$ cat src/rtl/riscv_defines.sv
// rtl/riscv_defines.sv - prefetch FSM states and compressed-instruction helper
package riscv_defines;

   typedef enum logic [2:0] {
      PF_IDLE,
      PF_WAIT_GNT,
      PF_WAIT_RVALID,
      PF_WAIT_ABORTED,
      PF_FAILED
   } prefetch_fsm_e;

   localparam logic [1:0] OPCODE_FULL = 2'b11;

   function automatic logic is_compressed(input logic [15:0] parcel);
      return parcel[1:0] != OPCODE_FULL;
   endfunction

endpackage

$ cat src/rtl/riscv_fetch_fifo.sv
// rtl/riscv_fetch_fifo.sv - word FIFO for fetched instructions, head entries exposed
module riscv_fetch_fifo #(
   parameter int DEPTH = 3,
   parameter int CW    = $clog2(DEPTH + 1)
) (
   input  logic          clk,
   input  logic          rst_n,
   input  logic          flush,
   input  logic          push,
   input  logic [31:0]   wdata,
   input  logic          pop,
   output logic [31:0]   rdata0,
   output logic [15:0]   rdata1_lo,
   output logic [CW-1:0] count,
   output logic          empty,
   output logic          full
);

   logic [DEPTH-1:0][31:0] data_q, data_n;
   logic [DEPTH-1:0]       valid_q, valid_n;
   logic                   placed;

   always_comb begin
      data_n  = data_q;
      valid_n = valid_q;
      placed  = 1'b0;
      if (pop) begin
         for (int i = 0; i < DEPTH - 1; i++) begin
            data_n[i]  = data_q[i+1];
            valid_n[i] = valid_q[i+1];
         end
         valid_n[DEPTH-1] = 1'b0;
      end
      // push+pop while empty: the word was consumed straight off the bypass
      if (push && !(pop && !valid_q[0])) begin
         for (int i = 0; i < DEPTH; i++) begin
            if (!placed && !valid_n[i]) begin
               data_n[i]  = wdata;
               valid_n[i] = 1'b1;
               placed     = 1'b1;
            end
         end
      end
      if (flush) valid_n = '0;
   end

   always_ff @(posedge clk or negedge rst_n) begin
      if (!rst_n) valid_q <= '0;
      else        valid_q <= valid_n;
   end

   always_ff @(posedge clk) begin
      data_q <= data_n;
   end

   always_comb begin
      count = '0;
      for (int i = 0; i < DEPTH; i++) count = count + CW'(valid_q[i]);
   end

   assign rdata0    = data_q[0];
   assign rdata1_lo = data_q[1][15:0];
   assign empty     = !valid_q[0];
   assign full      = valid_q[DEPTH-1];

endmodule

$ cat src/rtl/riscv_prefetch_fifo_buffer.sv
// rtl/riscv_prefetch_fifo_buffer.sv - instruction prefetcher with realigning output
module riscv_prefetch_fifo_buffer
   import riscv_defines::*;
#(
   parameter int DEPTH       = 3,
   parameter int RDATA_WIDTH = 32
) (
   input  logic                   clk,
   input  logic                   rst_n,
   input  logic                   req_i,
   input  logic                   branch_i,
   input  logic [31:0]            addr_i,
   input  logic                   hwloop_i,
   input  logic [31:0]            hwloop_target_i,
   output logic                   hwlp_branch_o,
   input  logic                   ready_i,
   output logic                   valid_o,
   output logic [31:0]            rdata_o,
   output logic [31:0]            addr_o,
   output logic                   is_hwlp_o,
   output logic                   instr_req_o,
   output logic [31:0]            instr_addr_o,
   input  logic                   instr_gnt_i,
   input  logic                   instr_rvalid_i,
   input  logic [RDATA_WIDTH-1:0] instr_rdata_i,
   input  logic                   instr_err_pmp_i,
   output logic                   fetch_failed_o,
   output logic                   busy_o
);

   localparam int CW = $clog2(DEPTH + 1);

   prefetch_fsm_e state_q, state_d;
   logic [31:0]   fetch_addr_q, req_addr_q, addr_q, target, addr_next;
   logic          abt_gnt_q, abt_gnt_d, is_hwlp_q;
   logic          hwlp_acc, redirect, resp, push, pop, consume;
   logic          slot_free, can_issue, issue, aligned_valid;
   logic [31:0]   fifo_rdata0, view0;
   logic [15:0]   fifo_rdata1_lo, view1_lo, half;
   logic [CW-1:0] fifo_count, avail;
   logic          fifo_empty, fifo_full;

   assign hwlp_acc = hwloop_i && !branch_i && (state_q != PF_FAILED);
   assign redirect = branch_i || hwlp_acc;
   assign target   = branch_i ? addr_i : hwloop_target_i;
   assign resp     = (state_q == PF_WAIT_RVALID) && instr_rvalid_i;
   assign push     = resp && !redirect;

   riscv_fetch_fifo #(.DEPTH(DEPTH), .CW(CW)) u_fifo (
      .clk       (clk),
      .rst_n     (rst_n),
      .flush     (redirect),
      .push      (push),
      .wdata     (instr_rdata_i),
      .pop       (pop),
      .rdata0    (fifo_rdata0),
      .rdata1_lo (fifo_rdata1_lo),
      .count     (fifo_count),
      .empty     (fifo_empty),
      .full      (fifo_full)
   );

   // a response landing in an empty FIFO is presented the same cycle
   assign view0    = fifo_empty ? instr_rdata_i : fifo_rdata0;
   assign view1_lo = (fifo_count >= CW'(2)) ? fifo_rdata1_lo : instr_rdata_i[15:0];
   assign avail    = fifo_count + CW'(push);
   assign half     = view0[31:16];

   always_comb begin
      aligned_valid = 1'b0;
      rdata_o       = view0;
      if (!addr_q[1]) begin
         aligned_valid = (avail != '0);
      end else if (is_compressed(half)) begin
         aligned_valid = (avail != '0);
         rdata_o       = {16'h0000, half};
      end else begin
         aligned_valid = (avail >= CW'(2));
         rdata_o       = {view1_lo, half};
      end
   end

   assign valid_o   = aligned_valid && !redirect && (state_q != PF_FAILED);
   assign consume   = valid_o && ready_i;
   assign addr_next = addr_q + (is_compressed(rdata_o[15:0]) ? 32'd2 : 32'd4);
   assign pop       = consume && (addr_next[31:2] != addr_q[31:2]);

   // a returning word still needs its slot, so it counts against the space
   assign slot_free = pop || (resp ? (fifo_count < CW'(DEPTH - 1)) : !fifo_full);
   assign can_issue = req_i && !redirect && slot_free;

   always_comb begin
      state_d      = state_q;
      abt_gnt_d    = abt_gnt_q;
      instr_req_o  = 1'b0;
      instr_addr_o = fetch_addr_q;
      issue        = 1'b0;
      case (state_q)
         PF_IDLE: issue = can_issue;
         PF_WAIT_GNT: begin
            instr_req_o  = 1'b1;
            instr_addr_o = req_addr_q;
            if (instr_err_pmp_i)  state_d = redirect ? PF_IDLE : PF_FAILED;
            else if (redirect) begin
               state_d   = PF_WAIT_ABORTED;
               abt_gnt_d = instr_gnt_i;
            end else if (instr_gnt_i) state_d = PF_WAIT_RVALID;
         end
         PF_WAIT_RVALID: begin
            if (instr_rvalid_i) begin
               issue = can_issue;
               if (!can_issue) state_d = PF_IDLE;
            end else if (redirect) begin
               state_d   = PF_WAIT_ABORTED;
               abt_gnt_d = 1'b1;
            end
         end
         PF_WAIT_ABORTED: begin
            if (!abt_gnt_q) begin
               instr_req_o  = 1'b1;
               instr_addr_o = req_addr_q;
               if (instr_err_pmp_i)  state_d   = PF_IDLE;
               else if (instr_gnt_i) abt_gnt_d = 1'b1;
            end else if (instr_rvalid_i) begin
               state_d = PF_IDLE;
            end
         end
         PF_FAILED: if (branch_i) state_d = PF_IDLE;
         default:   state_d = PF_IDLE;
      endcase
      if (issue) begin
         instr_req_o  = 1'b1;
         instr_addr_o = fetch_addr_q;
         if (instr_err_pmp_i)  state_d = PF_FAILED;
         else if (instr_gnt_i) state_d = PF_WAIT_RVALID;
         else                  state_d = PF_WAIT_GNT;
      end
   end

   always_ff @(posedge clk or negedge rst_n) begin
      if (!rst_n) begin
         state_q      <= PF_IDLE;
         abt_gnt_q    <= 1'b0;
         fetch_addr_q <= '0;
         req_addr_q   <= '0;
         addr_q       <= '0;
         is_hwlp_q    <= 1'b0;
      end else begin
         state_q   <= state_d;
         abt_gnt_q <= abt_gnt_d;
         if (redirect)   fetch_addr_q <= {target[31:2], 2'b00};
         else if (issue) fetch_addr_q <= fetch_addr_q + 32'd4;
         if (issue) req_addr_q <= fetch_addr_q;
         if (redirect) begin
            addr_q    <= target;
            is_hwlp_q <= hwlp_acc;
         end else if (consume) begin
            addr_q    <= addr_next;
            is_hwlp_q <= 1'b0;
         end
      end
   end

   assign hwlp_branch_o  = hwlp_acc;
   assign addr_o         = addr_q;
   assign is_hwlp_o      = is_hwlp_q;
   assign fetch_failed_o = (state_q == PF_FAILED);
   assign busy_o         = (state_q == PF_WAIT_GNT) || (state_q == PF_WAIT_RVALID) ||
                           (state_q == PF_WAIT_ABORTED);

endmodule

$ cat config.mk
export PLATFORM = sky130hd
export DESIGN_NAME = riscv_prefetch_fifo_buffer
export DESIGN_NICKNAME = d
export VERILOG_FILES = /design/src/rtl/riscv_defines.sv /design/src/rtl/riscv_fetch_fifo.sv /design/src/rtl/riscv_prefetch_fifo_buffer.sv
export SDC_FILE = /design/constraint.sdc
export NUM_CORES = 1
export LEC_CHECK = 0
export BUFFER_PORTS_ARGS = -buffer_cell sky130_fd_sc_hd__buf_2
export CAP_MARGIN = 30
export CORE_ASPECT_RATIO = 0.8
export CORE_MARGIN = 10
export CORE_UTILIZATION = 30
export CTS_CLUSTER_DIAMETER = 100
export DETAILED_ROUTE_END_ITERATION = 6
export PLACE_DENSITY = 0.47
export SYNTH_ARGS = -nofsm -noshare
export SYNTH_HDL_FRONTEND = slang
export SYNTH_HIERARCHICAL = 1
export SYNTH_SLANG_ARGS = --single-unit
$ cat constraint.sdc
create_clock -name clk -period 10.4 [get_ports clk]
set_input_delay 1.56 -clock clk [delete_from_list [all_inputs] [get_ports clk]]
set_output_delay 1.56 -clock clk [all_outputs]
set_load 0.01 [all_outputs]
==> run summary, run 1 <==
Worst setup path
• **category of the worst setup path capture point** output pin
• **arrival time of the worst setup path** 5.89 ns
• **Worst Path Required** 8.84 ns
• **critical path class** in2out
• **Max Fanout on Critical Path** 36
• **kind of start point of the critical path** primary input

STA
• **number of hold violations in the final report** 0
• **worst relative slew slack** 34.6%
• **fmax** 0.134 GHz
• **part of the cycle the worst path needs** 71.6%
• **Final WS setup** 2.95 ns
• **Clock Skew** 0.0240 ns
• **count of final setup violators** 0
• **Tmin final** 7.45 ns
• **slew at the pin closest to its max-slew limit** 0.970 ns
• **Slew Limit Fails** 0
• **Total Neg Setup Slack** 0 ns
• **unrepaired setup endpoints after global routing** false

Clocking
• **TritonCTS clock tree** built
• **CTS sink cnt** 196
• **setup bufs post-CTS** 0
• **CTS buffer count** 17
• **clock latency reported for the late side of the worst-skew pair** 0.46 ns
• **maximum count of clock buffers along a single path** 2
• **htree depth** 4
• **root buffer cell** clkbuf_16
• **Hold-fix buffers, CTS** 0
• **PostCTS Resize Cnt** 0
• **Clk pin slew, worst setup/hold paths** 0.08 ns

Die
• **Die Y** 191 um
• **area inside the core boundary** 0.0359 sq mm
• **# rows** 62
• **DIE AREA** 0.0444 sq mm
• **initial cell density of the core** 30.4%
• **top-level I/O count** 207
• **width of the chip** 233 um

Synth
• **portion of the post-synthesis area used by sequential elements** 43.5%
• **top_reg_cell synth** dfrtp_1
• **Post-synth EDFFs** 32
• **top cells by area, synth** dfrtp_1 (23%), dfxtp_1 (12%), edfxtp_1 (8.8%), mux2_2 (7.1%), mux2i_1 (6.1%)
• **average footprint of a synthesized cell** 9.41 sq um
• **number of standard cells after synthesis** 1159
• **proportion of synthesized flip-flops having asynchronous set or reset** 51.0%
• **proportion of netlist area held by the largest area contributor** 22.9%
• **post-synth design cell area** 0.0109 sq mm
• **cell taking the most area after synthesis** dfrtp_1
• **number of synthesis warnings** 6
• **flip-flop and latch count after synthesis** 196
• **Unique masters post-synth** 68

Routing
• **initial drt markers** 730
• **number of vias per cell** 4.98
• **Detail Route Antenna Nets** 0
• **Pre-antenna DRT Iters** 7
• **wire length per cell after detailed routing** 20.5 um
• **drc violations** 0
• **routed wire length** 36100 um
• **total number of vias** 8798

Layout
• **end-of-flow core utilization** 35.1%
• **most common cell after layout, fill and taps aside** buf_2
• **filler cell count** 3702
• **layout net count** 1382
• **share of post-route cells with drive strength above 1** 26.6%
• **area added between synthesis and finish** 15.5%
• **multi-input combinational cell area** 0.00538 sq mm
• **register area** 0.00474 sq mm
• **commonest cells after routing, fill and taps aside** buf_2 (203), nand2_1 (160), a21oi_1 (119)

Global routing
• **pin count of the biggest net entering global routing** 62
• **global-route total usage across every layer** 16.0%
• **remaining global-route overflow** 0
• **number of global-route vias before repair** 8360
• **antenna violations before repair** 3
• **global-route wire length before repair** 54600 um

Job
• **Maximum Capacitance Violations** 0

Placement
• **worst slack at placement** 2.98 ns
• **number of buffer cells added on primary ports** 204
• **final weighted congestion in routability-driven placement** 0.862
• **Post-DP HPWL** 25900 um

Power
• **Final Power** 2.49 mW
• **leak pwr** 5.37 nW
• **power density normalized to cell area** 198 mW/mm^2
• **VDD IR-drop max** 0.0915 mV

Status
• **run status** finished clean

Worst hold path
• **worst hold path type** reg2reg

[sequential cells by signal, indices dropped and copies added (netlist names), 3 cells and up]
| register | count |
|---|---|
| u_fifo/rdata1_lo | 16 |
| state_q | 3 |
| addr_o | 32 |
| u_fifo/data_q | 48 |
| req_addr_q | 30 |
| fetch_addr_q | 30 |
| u_fifo/rdata0 | 32 |
| u_fifo/valid_q | 3 |
[logic make-up after synthesis]
family                     share of synthesized area [%]
and+or+nand+nor                                     16.4
AOI/OAI and AO/OA                                   14.5
DFF                                                 43.5
buffers and inverters                               7.50
muxes                                               13.3
xor gates and xnor gates                            3.85
adders and majority gates                          0.918
other                                             0.0344
[Yosys cell counts, types with 5 or more instances]
master	number
a21oi_1	119
xor2_1	36
dfrtp_1	100
buf_2	18
buf_4	54
dfxtp_1	64
a211oi_1	17
xnor2_1	12
edfxtp_1	32
mux2_2	69
inv_1	14
nor3_1	14
a31oi_1	10
nand4_1	26
nor2_1	22
buf_6	7
a2bb2oi_1	5
and2_1	14
nor2b_1	18
nand3_1	20
nand2_1	160
mux2i_1	67
o22ai_1	15
and3_1	31
clkbuf_1	47
or3_1	12
and4_1	7
o21ai_0	78
[worst paths after layout]
kind / from / end / cells past startpoint / slack [ns]
setup / recovery: hwloop_i / instr_addr_o[22] / 17 / 2.95
hold / removal: req_addr_q[25]$_DFFE_PN0P_ / req_addr_q[25]$_DFFE_PN0P_ / 2 / 0.46
setup reg to reg: state_q[2]$_DFFE_PN0P_ / u_fifo/data_q[89]$_DFFE_PP_ / 16 / 4.20
hold reg to reg: req_addr_q[25]$_DFFE_PN0P_ / req_addr_q[25]$_DFFE_PN0P_ / 2 / 0.46
max in group asynchronous: rst_n / addr_o[19]$_DFFE_PN0P_ / 2 / 8.05
min in group asynchronous: rst_n / req_addr_q[15]$_DFFE_PN0P_ / 1 / 1.08
[report_power, final]
| part | total, mW | switching (mW) | internal (mW) |
|---|---|---|---|
| Combinational | 0.656 | 0.360 | 0.295 |
| Clock | 0.718 | 0.362 | 0.356 |
| Sequential | 1.11 | 0.137 | 0.977 |
[metal layers]
layer	track usage (%)	vias up	part of all wire [%]
li1	-	4316	-
met1	23.0	4262	48
met2	23.4	196	45
met3	4.33	22	6.2
met4	3.54	2	0.93
met5	0	-	0.036
[final cells by class]
class                   instances  area share, %
diodes                          1         0.0199
clock buffers                  17           3.38
clock inverters                15           1.81
inverters                      15          0.447
multi-input cells             820           42.8
flip-flops and latches        196           37.7
well taps                     480           4.77
repair buffers                221           9.14
[critical path: stages]
cell and delay, ns:
buf_2 0.12, inv_1 0.09, nor2_2 0.58, nor2_4 0.02
buf_4 0.28, inv_2 0.49, nor2b_1 0.23, ha_1 0.26
xor2_1 0.14, a31oi_1 0.63, o31ai_4 0.14, buf_4 0.27
nand2_1 0.14, buf_4 0.38, nand2_1 0.13, o21ai_0 0.20
buf_2 0.17
[per-stage QoR]
step	cells	instance area, sq um	hold slack (ns)
final	1765	12600	0.459
after floorplan	1160	10900	0.427
after global placement	1731	11900	0.440
after global routing	1764	12600	0.486
after CTS	1763	12600	0.463
after detailed placement	1731	11900	0.444
(Power assumes the default switching activity.)
==> run 2: changes to the inputs <==
Clock period 10.4 ns to 7.57 ns, I/O delays scaled along.
==> run 2 against run 1 <==
Effect of this change:
- via count is 2.4% higher
- worst setup slack worse by 1.5 ns
- die area stayed put
- core utilization decreased by 0.087 points
- register-to-register slack got worse by 2.0 ns
- first-iteration DRC count fell by 14%
- hold slack got worse by 0.0010 ns
- clock skew down 0.0066 ns
==> run summary, run 2 (synthesized netlist as in run 1, its figures left out) <==
Layout
• **final std cell area, no fill** 0.0126 sq mm
• **most common cell after layout, fill and taps aside** buf_2
• **commonest cells after routing, fill and taps aside** buf_2 (203), nand2_1 (160), a21oi_1 (119)
• **max FFs per register** 48
• **largest reg by FF count** u_fifo/data_q
• **layout net count** 1383
• **share of post-route cells with drive strength above 1** 26.6%
• **area added between synthesis and finish** 15.2%

Placement
• **final weighted congestion in routability-driven placement** 0.823
• **Post-DP HPWL** 26400 um
• **total placed instance area** 0.0119 sq mm
• **number of buffer cells added on primary ports** 204

Worst setup path
• **most numerous cell on the critical path** nand2_1
• **kind of start point of the critical path** flop
• **critical path class** reg2out
• **cell-by-cell listing of the critical path** inv_2, mux2_2, nand2_1, o21ai_0, nand2_1, ha_1, fa_1, xor2_1, a211oi_1, o31ai_4, buf_4, nand2_1, buf_4, nand2_1, o21ai_0, buf_2
• **Worst Path Required** 6.43 ns
• **gate family responsible for the most delay along the worst path** buffers and inverters
• **worst path bufs/invs** 4
• **arrival time of the worst setup path** 4.99 ns
• **Max Fanout on Critical Path** 38
• **Critical Path Max Stage Delay** 0.61 ns
• **category of the worst setup path capture point** output pin
• **slowest stage cell, crit path** a211oi_1

Worst hold path
• **worst hold path type** reg2reg

Die
• **DIE AREA** 0.0444 sq mm
• **# rows** 62
• **top-level I/O count** 207
• **initial cell density of the core** 30.4%
• **width of the chip** 233 um
• **Die Y** 191 um
• **area inside the core boundary** 0.0359 sq mm

STA
• **number of hold violations in the final report** 0
• **Clock Skew** 0.0174 ns
• **count of final setup violators** 0
• **Slew Limit Fails** 0
• **slew at the pin closest to its max-slew limit** 0.988 ns
• **unrepaired setup endpoints after global routing** false
• **Tmin final** 6.13 ns
• **part of the cycle the worst path needs** 80.9%
• **fmax** 0.163 GHz
• **worst relative slew slack** 33.4%
• **Total Neg Setup Slack** 0 ns

Routing
• **Pre-antenna DRT Iters** 5
• **wire length per cell after detailed routing** 20.7 um
• **drc violations** 0
• **number of vias per cell** 5.10
• **Detail Route Antenna Nets** 0
• **total number of vias** 9009
• **initial drt markers** 627
• **routed wire length** 36600 um

Clocking
• **maximum count of clock buffers along a single path** 2
• **CTS sink cnt** 196
• **TritonCTS clock tree** built
• **Hold-fix buffers, CTS** 0
• **root buffer cell** clkbuf_16
• **Clk pin slew, worst setup/hold paths** 0.08 ns
• **CTS buffer count** 17
• **clock latency reported for the late side of the worst-skew pair** 0.46 ns
• **PostCTS Resize Cnt** 0
• **htree depth** 4
• **setup bufs post-CTS** 0

Global routing
• **remaining global-route overflow** 0
• **number of global-route vias before repair** 8621
• **global-route total usage across every layer** 16.2%
• **global-route wire length before repair** 55300 um
• **pin count of the biggest net entering global routing** 62
• **antenna violations before repair** 6

Power
• **VDD IR-drop max** 0.155 mV
• **switching part of the total** 34.2%
• **sw power** 1.16 mW
• **Seq pwr share** 45.2%
• **leak pwr** 5.37 nW
• **internal power** 2.23 mW
• **power share of the clock group** 28.1%
• **part of the power in combinational logic** 26.7%
• **power density normalized to cell area** 269 mW/mm^2

Status
• **run status** finished clean

Job
• **Maximum Capacitance Violations** 0

## run 2: path summary, 6_finish.rpt
path | start | end | slack (ns) | cells past startpoint
min | req_addr_q[23]$_DFFE_PN0P_ | req_addr_q[23]$_DFFE_PN0P_ | 0.46 | 2
max reg2reg | state_q[1]$_DFFE_PN0P_ | u_fifo/rdata0[31]$_DFF_P_ | 2.18 | 14
min reg2reg | req_addr_q[23]$_DFFE_PN0P_ | req_addr_q[23]$_DFFE_PN0P_ | 0.46 | 2
max | u_fifo/valid_q[0]$_DFF_PN0_ | instr_addr_o[29] | 1.44 | 16
min in group asynchronous | rst_n | req_addr_q[14]$_DFFE_PN0P_ | 0.69 | 1
max in group asynchronous | rst_n | is_hwlp_o$_DFFE_PN0P_ | 5.63 | 2
## run 2: routing by layer
metal | vias up | wire, um | GRT usage [%]
met5 | - | 13 | 0
met2 | 212 | 16100 | 23.3
met3 | 34 | 2210 | 4.01
li1 | 4327 | - | -
met1 | 4434 | 17700 | 23.4
met4 | 2 | 573 | 4.59
## run 2: final cells by class
class	count	area, sq um
Antenna cell	3	7.51
Clock buffer	18	429
Clock inverter	14	180
Fill cell	3736	23400
Inverter	15	56.3
Multi-Input combinational cell	820	5380
Sequential cell	196	4740
Tap cell	480	601
Timing Repair Buffer	222	1160
## run 2: per-stage QoR
stage	util [%]	total power, mW	cells	hold slack [ns]	worst slack, ns
6_report	35.0	3.38	1768	0.458	1.44
5_1_grt	35.0	3.61	1766	0.484	1.04
4_1_cts	34.9	3.43	1765	0.463	1.42
3_5_place_dp	33.3	2.46	1733	0.445	1.72
3_3_place_gp	33.3	2.45	1733	0.438	1.78
2_1_floorplan	-	2.27	1160	0.427	2.19
## run 2: worst min-delay path, delay by kind of cell (launching register included)
kind,cells,cell delay [ns]
flops,1,0.33
simple gates,2,0.10
## run 2: power groups by stage
| stage | clock, mW | sequential [mW] | combinational [mW] |
|---|---|---|---|
| after floorplan | 0 | 1.49 | 0.774 |
| after global placement | 0 | 1.55 | 0.898 |
| after detailed placement | 0 | 1.55 | 0.912 |
| after CTS | 0.981 | 1.53 | 0.914 |
| after global routing | 1.02 | 1.57 | 1.02 |
| final | 0.949 | 1.53 | 0.903 |
